<file path="src/rtl/vec_pkg.sv">
// Shared types and constants for the element-wise fp32 multiply path.
package vec_pkg;

  typedef logic [31:0] fp32_t;

  localparam fp32_t FP32_QNAN    = 32'h7FC00000;
  localparam fp32_t FP32_POS_INF = 32'h7F800000;
  localparam int    FP32_BIAS    = 127;
  localparam int    FP32_EXP_W   = 8;
  localparam int    FP32_MAN_W   = 23;

  typedef enum logic [1:0] {IDLE, RUN, DRAIN, DONE} state_e;

  // Boundary between mantissa product and normalise/round.
  typedef struct packed {
    logic               special;
    fp32_t              spec_val;
    logic               sign;
    logic signed [9:0]  exp_sum;
    logic [47:0]        prod;
  } mul_mid_t;

  // Subnormals carry no weight here, so a zero exponent field means zero.
  function automatic logic fp32_is_zero(input fp32_t x);
    return x[30:23] == '0;
  endfunction

  function automatic logic fp32_is_inf(input fp32_t x);
    return (x[30:23] == '1) && (x[22:0] == '0);
  endfunction

  function automatic logic fp32_is_nan(input fp32_t x);
    return (x[30:23] == '1) && (x[22:0] != '0);
  endfunction

endpackage

</file>
<file path="src/rtl/vec_elem_mul_if.sv">
// Producer/consumer bundle for vec_elem_mul: enable/done handshake plus vectors.
interface vec_elem_mul_if
  import vec_pkg::*;
#(
  parameter int VECTOR_LEN = 4
);

  logic                         enable;
  fp32_t [VECTOR_LEN-1:0]       vec_a;
  fp32_t [VECTOR_LEN-1:0]       vec_b;
  fp32_t [VECTOR_LEN-1:0]       result;
  logic                         done;

  modport master (
    output enable, vec_a, vec_b,
    input  result, done
  );

  modport slave (
    input  enable, vec_a, vec_b,
    output result, done
  );

endinterface

</file>
<file path="src/rtl/fp32_mul.sv">
// binary32 multiplier, RNE, subnormals flushed. With VEC_ELEM_MUL_PIPE_EN a
// register sits between the mantissa product and normalise/round.
module fp32_mul
  import vec_pkg::*;
(
  input  logic  clk,
  input  logic  rst,
  input  fp32_t a,
  input  fp32_t b,
  output fp32_t p
);

  mul_mid_t mid_d, mid_q;

  logic a_zero, b_zero, a_inf, b_inf, a_nan, b_nan;

  assign a_zero = fp32_is_zero(a);
  assign b_zero = fp32_is_zero(b);
  assign a_inf  = fp32_is_inf(a);
  assign b_inf  = fp32_is_inf(b);
  assign a_nan  = fp32_is_nan(a);
  assign b_nan  = fp32_is_nan(b);

  always_comb begin
    mid_d          = '0;
    mid_d.sign     = a[31] ^ b[31];
    mid_d.prod     = 48'({1'b1, a[22:0]}) * 48'({1'b1, b[22:0]});
    mid_d.exp_sum  = 10'($signed({2'b00, a[30:23]}) + $signed({2'b00, b[30:23]}) - FP32_BIAS);
    if (a_nan || b_nan || (a_inf && b_zero) || (b_inf && a_zero)) begin
      mid_d.special  = 1'b1;
      mid_d.spec_val = FP32_QNAN;
    end else if (a_inf || b_inf) begin
      mid_d.special  = 1'b1;
      mid_d.spec_val = {mid_d.sign, FP32_POS_INF[30:0]};
    end else if (a_zero || b_zero) begin
      mid_d.special  = 1'b1;
      mid_d.spec_val = {mid_d.sign, 31'd0};
    end
  end

`ifdef VEC_ELEM_MUL_PIPE_EN
  always_ff @(posedge clk or posedge rst) begin
    if (rst) mid_q <= '0;
    else     mid_q <= mid_d;
  end
`else
  logic unused_clk_rst;
  assign unused_clk_rst = clk ^ rst;
  assign mid_q = mid_d;
`endif

  logic               nrm, g, r, s, rnd_up;
  logic [23:0]        mant;
  logic [24:0]        mant_r;
  logic [22:0]        frac;
  logic signed [9:0]  exp_n, exp_r;

  // Product of two 1.x mantissas lies in [1,4): at most one normalising shift.
  always_comb begin
    nrm    = mid_q.prod[47];
    mant   = nrm ? mid_q.prod[47:24] : mid_q.prod[46:23];
    g      = nrm ? mid_q.prod[23]    : mid_q.prod[22];
    r      = nrm ? mid_q.prod[22]    : mid_q.prod[21];
    s      = nrm ? |mid_q.prod[21:0] : |mid_q.prod[20:0];
    exp_n  = mid_q.exp_sum + (nrm ? 10'sd1 : 10'sd0);
    rnd_up = g & (r | s | mant[0]);
    mant_r = {1'b0, mant} + {24'd0, rnd_up};
    exp_r  = exp_n + (mant_r[24] ? 10'sd1 : 10'sd0);
    frac   = mant_r[24] ? mant_r[23:1] : mant_r[22:0];

    if (mid_q.special)         p = mid_q.spec_val;
    else if (exp_r > 10'sd254) p = {mid_q.sign, FP32_POS_INF[30:0]};
    else if (exp_r < 10'sd1)   p = {mid_q.sign, 31'd0};
    else                       p = {mid_q.sign, exp_r[7:0], frac};
  end

endmodule

</file>
<file path="src/rtl/vec_elem_mul.sv">
// Element-wise fp32 vector multiply, one shared multiplier, one element/cycle.
// VEC_ELEM_MUL_PIPE_EN adds a multiplier register stage and a DRAIN step.
module vec_elem_mul
  import vec_pkg::*;
#(
  parameter int VECTOR_LEN = 4
)(
  input  logic           clk,
  input  logic           rst,
  vec_elem_mul_if.slave  bus
);

  localparam int IDX_W = (VECTOR_LEN > 1) ? $clog2(VECTOR_LEN) : 1;
  localparam logic [IDX_W-1:0] LAST = IDX_W'(VECTOR_LEN - 1);

  state_e                  state_q, state_d;
  logic [IDX_W-1:0]        idx_q, idx_d;
  logic                    done_q, done_d;
  logic                    cap, iss;
  fp32_t [VECTOR_LEN-1:0]  opa_q, opb_q, res_q;

  logic                    wr_en;
  logic [IDX_W-1:0]        wr_idx;
  fp32_t                   mul_p;

  fp32_mul u_mul (
    .clk (clk),
    .rst (rst),
    .a   (opa_q[idx_q]),
    .b   (opb_q[idx_q]),
    .p   (mul_p)
  );

  always_comb begin
    state_d = state_q;
    idx_d   = idx_q;
    done_d  = done_q;
    cap     = 1'b0;
    iss     = 1'b0;
    case (state_q)
      IDLE: begin
        done_d = 1'b0;
        if (bus.enable) begin
          cap     = 1'b1;
          idx_d   = '0;
          state_d = RUN;
        end
      end
      RUN: begin
        iss   = 1'b1;
        idx_d = IDX_W'(idx_q + 1'b1);
        if (idx_q == LAST) begin
          idx_d = '0;
`ifdef VEC_ELEM_MUL_PIPE_EN
          state_d = DRAIN;
`else
          state_d = DONE;
          done_d  = 1'b1;
`endif
        end
      end
      DRAIN: begin
        state_d = DONE;
        done_d  = 1'b1;
      end
      DONE: begin
        done_d = 1'b1;
        if (!bus.enable) begin
          state_d = IDLE;
          done_d  = 1'b0;
        end
      end
      default: state_d = IDLE;
    endcase
  end

  always_ff @(posedge clk or posedge rst) begin
    if (rst) begin
      state_q <= IDLE;
      idx_q   <= '0;
      done_q  <= 1'b0;
    end else begin
      state_q <= state_d;
      idx_q   <= idx_d;
      done_q  <= done_d;
    end
  end

  // Operands are frozen at capture so producer changes mid-run are invisible.
  always_ff @(posedge clk or posedge rst) begin
    if (rst) begin
      opa_q <= '0;
      opb_q <= '0;
    end else if (cap) begin
      opa_q <= bus.vec_a;
      opb_q <= bus.vec_b;
    end
  end

`ifdef VEC_ELEM_MUL_PIPE_EN
  logic             vld_q;
  logic [IDX_W-1:0] wr_idx_q;

  // Write side trails issue by the multiplier's register stage.
  always_ff @(posedge clk or posedge rst) begin
    if (rst) begin
      vld_q    <= 1'b0;
      wr_idx_q <= '0;
    end else begin
      vld_q    <= iss;
      wr_idx_q <= idx_q;
    end
  end

  assign wr_en  = vld_q;
  assign wr_idx = wr_idx_q;
`else
  assign wr_en  = iss;
  assign wr_idx = idx_q;
`endif

  always_ff @(posedge clk or posedge rst) begin
    if (rst)        res_q         <= '0;
    else if (wr_en) res_q[wr_idx] <= mul_p;
  end

  assign bus.result = res_q;
  assign bus.done   = done_q;

endmodule

</file>
<file path="src/flat_wrapper.sv">
// flat-port wrapper written by rule: the top's interface ports become plain ports
module vec_elem_mul_flat import vec_pkg::*;
#(
  parameter int VECTOR_LEN = 4
)
  (clk, rst, bus_enable, bus_vec_a, bus_vec_b, bus_result, bus_done);
  vec_elem_mul_if #(.VECTOR_LEN(VECTOR_LEN)) bus_i ();
  input  logic clk;
  input  logic rst;
  input wire logic [$bits(bus_i.enable)-1:0] bus_enable;
  input wire logic [$bits(bus_i.vec_a)-1:0] bus_vec_a;
  input wire logic [$bits(bus_i.vec_b)-1:0] bus_vec_b;
  output wire logic [$bits(bus_i.result)-1:0] bus_result;
  output wire logic [$bits(bus_i.done)-1:0] bus_done;
  assign bus_i.enable = bus_enable;
  assign bus_i.vec_a = bus_vec_a;
  assign bus_i.vec_b = bus_vec_b;
  assign bus_result = bus_i.result;
  assign bus_done = bus_i.done;
  vec_elem_mul #(.VECTOR_LEN(VECTOR_LEN)) u_core (.clk(clk), .rst(rst), .bus(bus_i));
endmodule
</file>
<file path="config.mk">
export PLATFORM = sky130hd
export DESIGN_NAME = vec_elem_mul_flat
export DESIGN_NICKNAME = d
export VERILOG_FILES = /design/src/rtl/vec_pkg.sv /design/src/rtl/vec_elem_mul_if.sv /design/src/rtl/fp32_mul.sv /design/src/rtl/vec_elem_mul.sv /design/src/flat_wrapper.sv
export SDC_FILE = /design/constraint.sdc
export NUM_CORES = 2
export LEC_CHECK = 0
export BUFFER_PORTS_ARGS = -buffer_cell sky130_fd_sc_hd__clkbuf_2
export CORE_UTILIZATION = 40
export DETAILED_ROUTE_END_ITERATION = 10
export SETUP_SLACK_MARGIN = 0.05
export SLEW_MARGIN = 0
export SYNTH_ARGS = -nofsm -noshare
export SYNTH_HDL_FRONTEND = slang
export SYNTH_SLANG_ARGS = --single-unit
export TNS_END_PERCENT = 1
</file>
<file path="constraint.sdc">
create_clock -name clk -period 16.1 [get_ports clk]
set_input_delay 0.805 -clock clk [delete_from_list [all_inputs] [get_ports clk]]
set_output_delay 0.805 -clock clk [all_outputs]
set_load 0.05 [all_outputs]
</file>
==> impl_metrics.tcl <==
set metrics [dict create \
    clk_latency_ns 0.63 \
    ys_warn_count 0 \
    start_util_pct 40.4 \
    syn_inst 3883 \
    cts_root_buf "clkbuf_16" \
    viasPerCell 5.30 \
    num-fill-cells 9108 \
    nets 5111 \
    final_cell_mix "inv_1 (630), nand2_1 (528), fa_1 (483)" \
    endpoint_kind "register" \
    crit_path_max_fanout 72 \
    gp_congestion 0.937 \
    setup_tns_ns 0 \
    die_w_um 309 \
    async_flop_share_pct 100 \
    slew_headroom_pct 26.9 \
    period_needed_ns 15.13 \
    synthesis.area_um2 37700 \
    area_growth_pct 12.5 \
    start_kind "register" \
    final_max_slew_viol_count 0 \
    num_io_pins 388 \
    final_common_cell "inv_1" \
    gr-usage-all-layers_pct 24.4 \
    grt_pass1_vias 30000 \
    setup_viol 0 \
    drtIter0Drc 2073 \
    drv_cap 0 \
    fin_area_um2 42400 \
    rows 112 \
    ys_seq_area_share_pct 25.8 \
    cts_tree "yes" \
    die_area_um2 95500 \
    rsz0062_at_grt "true" \
    totalWireLength_um 116000 \
    post_cts_buffers 0 \
    antenna_found_initial 4 \
    cp_data_required_time_ns 16.61 \
    fmax_mhz 66.1 \
    postPlaceCellArea_um2 40900 \
    htree_num_levels 2 \
    synth_cell_types 90 \
    cpPeakStageDelay_ns 0.74 \
    core_region_area_um2 93300 \
    hold_viol_final 0 \
    grt_first_pass_wirelength_um 178000 \
    syn_avg_cell_area_um2 9.72 \
    grt_max_degree 117 \
    drcViolationCount 0 \
    crit_path_top_delay_cell "o21ai_1" \
    syn-num-nets 4824 \
    cts-buffers-inserted 44 \
    worstMarginPinSlew_ns 1.08 \
    wl_per_cell_um 21.3 \
    ys_seq_elements 389 \
    status "complete, no violations" \
    hold_class "in -> async" \
    grt_overflow 0 \
    whs_ns 0.294 \
    skew_ns 0.0571 \
    ys.flop_type "dfrtp_1" \
    portBuffers 387 \
    ant_nets 0 \
    ctsLongestPathBuffers 3 \
    dp_hpwl_um 90000 \
    timing.final.crit_share_pct 94.0 \
    cts_sinks 389 \
    path_clk_slew_ns 0.06 \
    vias 28900 \
    dr.pass1.iters 6 \
    die_h_um 309 \
    crit_path_frequent_cell "fa_1" \
    crit_arrival_ns 15.64 \
    drive_gt1_share_pct 21.3 \
    synth-edff-count 0 \
    path_class "reg -> reg" \
]
-- cell usage after synthesis (all sizes together), types with 17 or more instances --
cell type	count	share of area, %
and2	31	0.51
dfrtp	389	26
xor2	29	0.71
clkbuf	159	1.6
nor3	32	0.45
nand2	529	5.3
o31ai	51	1.1
buf	47	0.63
a21oi	91	1.3
o21a	17	0.34
nand4	39	0.66
nor4	19	0.35
o21ai	149	2.0
ha	199	6.6
mux2	299	8.9
nor2	333	3.3
nand3	30	0.41
inv	634	6.3
a32o	23	0.61
mux2i	48	1.3
fa	483	26
mux4	25	1.5
xnor2	34	0.79
a211oi	27	0.56
-- routing by layer --
| metal | vias up | routed length, um | global-route usage [%] | part of all wire, % |
|---|---|---|---|---|
| met1 | 14500 | 47400 | 31.5 | 41 |
| met3 | 251 | 9270 | 5.39 | 8.0 |
| li1 | 13000 | - | - | - |
| met5 | - | 27 | 0 | 0.023 |
| met2 | 1157 | 54400 | 39.7 | 47 |
| met4 | 4 | 4880 | 10.0 | 4.2 |
-- worst paths after layout --
check / depth (start not counted) / slack (ns) / end / from
worst max-delay path: 47 / 0.97 / u_core.bus.result[19] / u_core.idx_q[1]
worst max register to register: 47 / 0.97 / u_core.bus.result[19] / u_core.idx_q[1]
max in group asynchronous: 4 / 13.48 / u_core.bus.result[12] / rst
worst min-delay path: 2 / 0.29 / u_core.opb_q[125] / rst
worst min register to register: 2 / 0.47 / u_core.bus.result[2] / u_core.bus.result[2]
min in group clk: 2 / 0.41 / u_core.opb_q[123] / bus_vec_b[123]
-- sequential cells by signal, summed over array words and instances, names as in the netlist --
register	count
u_core.bus.result	128
u_core.opa_q	128
u_core.opb_q	128
u_core.idx_q	2
u_core.state_q	2
u_core.bus.done	1
-- worst max-delay path, delay by kind of cell, from the launching register on --
family | cells | cell delay [ns]
compound gates | 15 | 3.93
xor+xnor | 3 | 0.81
fa+ha+maj | 11 | 4.66
buf+inv | 8 | 2.12
flops | 1 | 0.66
mux | 1 | 0.38
simple gates | 9 | 2.35
-- through the flow --
stage / worst slack [ns] / utilization, % / instances
global placement: 1.40 / 43.9 / 5378
global route: 0.0448 / 45.5 / 5459
detailed placement: 1.16 / 43.9 / 5378
finish: 0.972 / 45.5 / 5459
CTS: 1.10 / 45.5 / 5457
floorplan: 1.57 / - / 3883
-- timing repair --
| action | CTS | global route |
|---|---|---|
| setup endpoints to repair | 0 | 14 |
| resized for setup | 0 | 1 |
| hold buffers | 0 | 0 |
-- kinds of logic after synthesis --
kind of cell    after synthesis  share of synthesized area, %
xor+xnor                     63                          1.50
mux                         372                          11.7
compound gates              450                          7.92
flops                       389                          25.8
simple gates               1080                          12.3
fa+ha+maj                   682                          32.2
buf+inv                     847                          8.59
-- final cells by class --
class,instances,area (um2),share of cell area [%]
multi-input cells,2647,24800,58.5
flip-flops and latches,389,9740,23.0
inverters,641,2410,5.69
repair buffers,447,2410,5.68
well taps,1254,1570,3.70
clock buffers,65,1250,2.95
clock inverters,14,228,0.537
diodes,2,5.00,0.0118
Power is not shown: default switching activity piles up to over one toggle a cycle in this logic, so the estimate is an artifact.
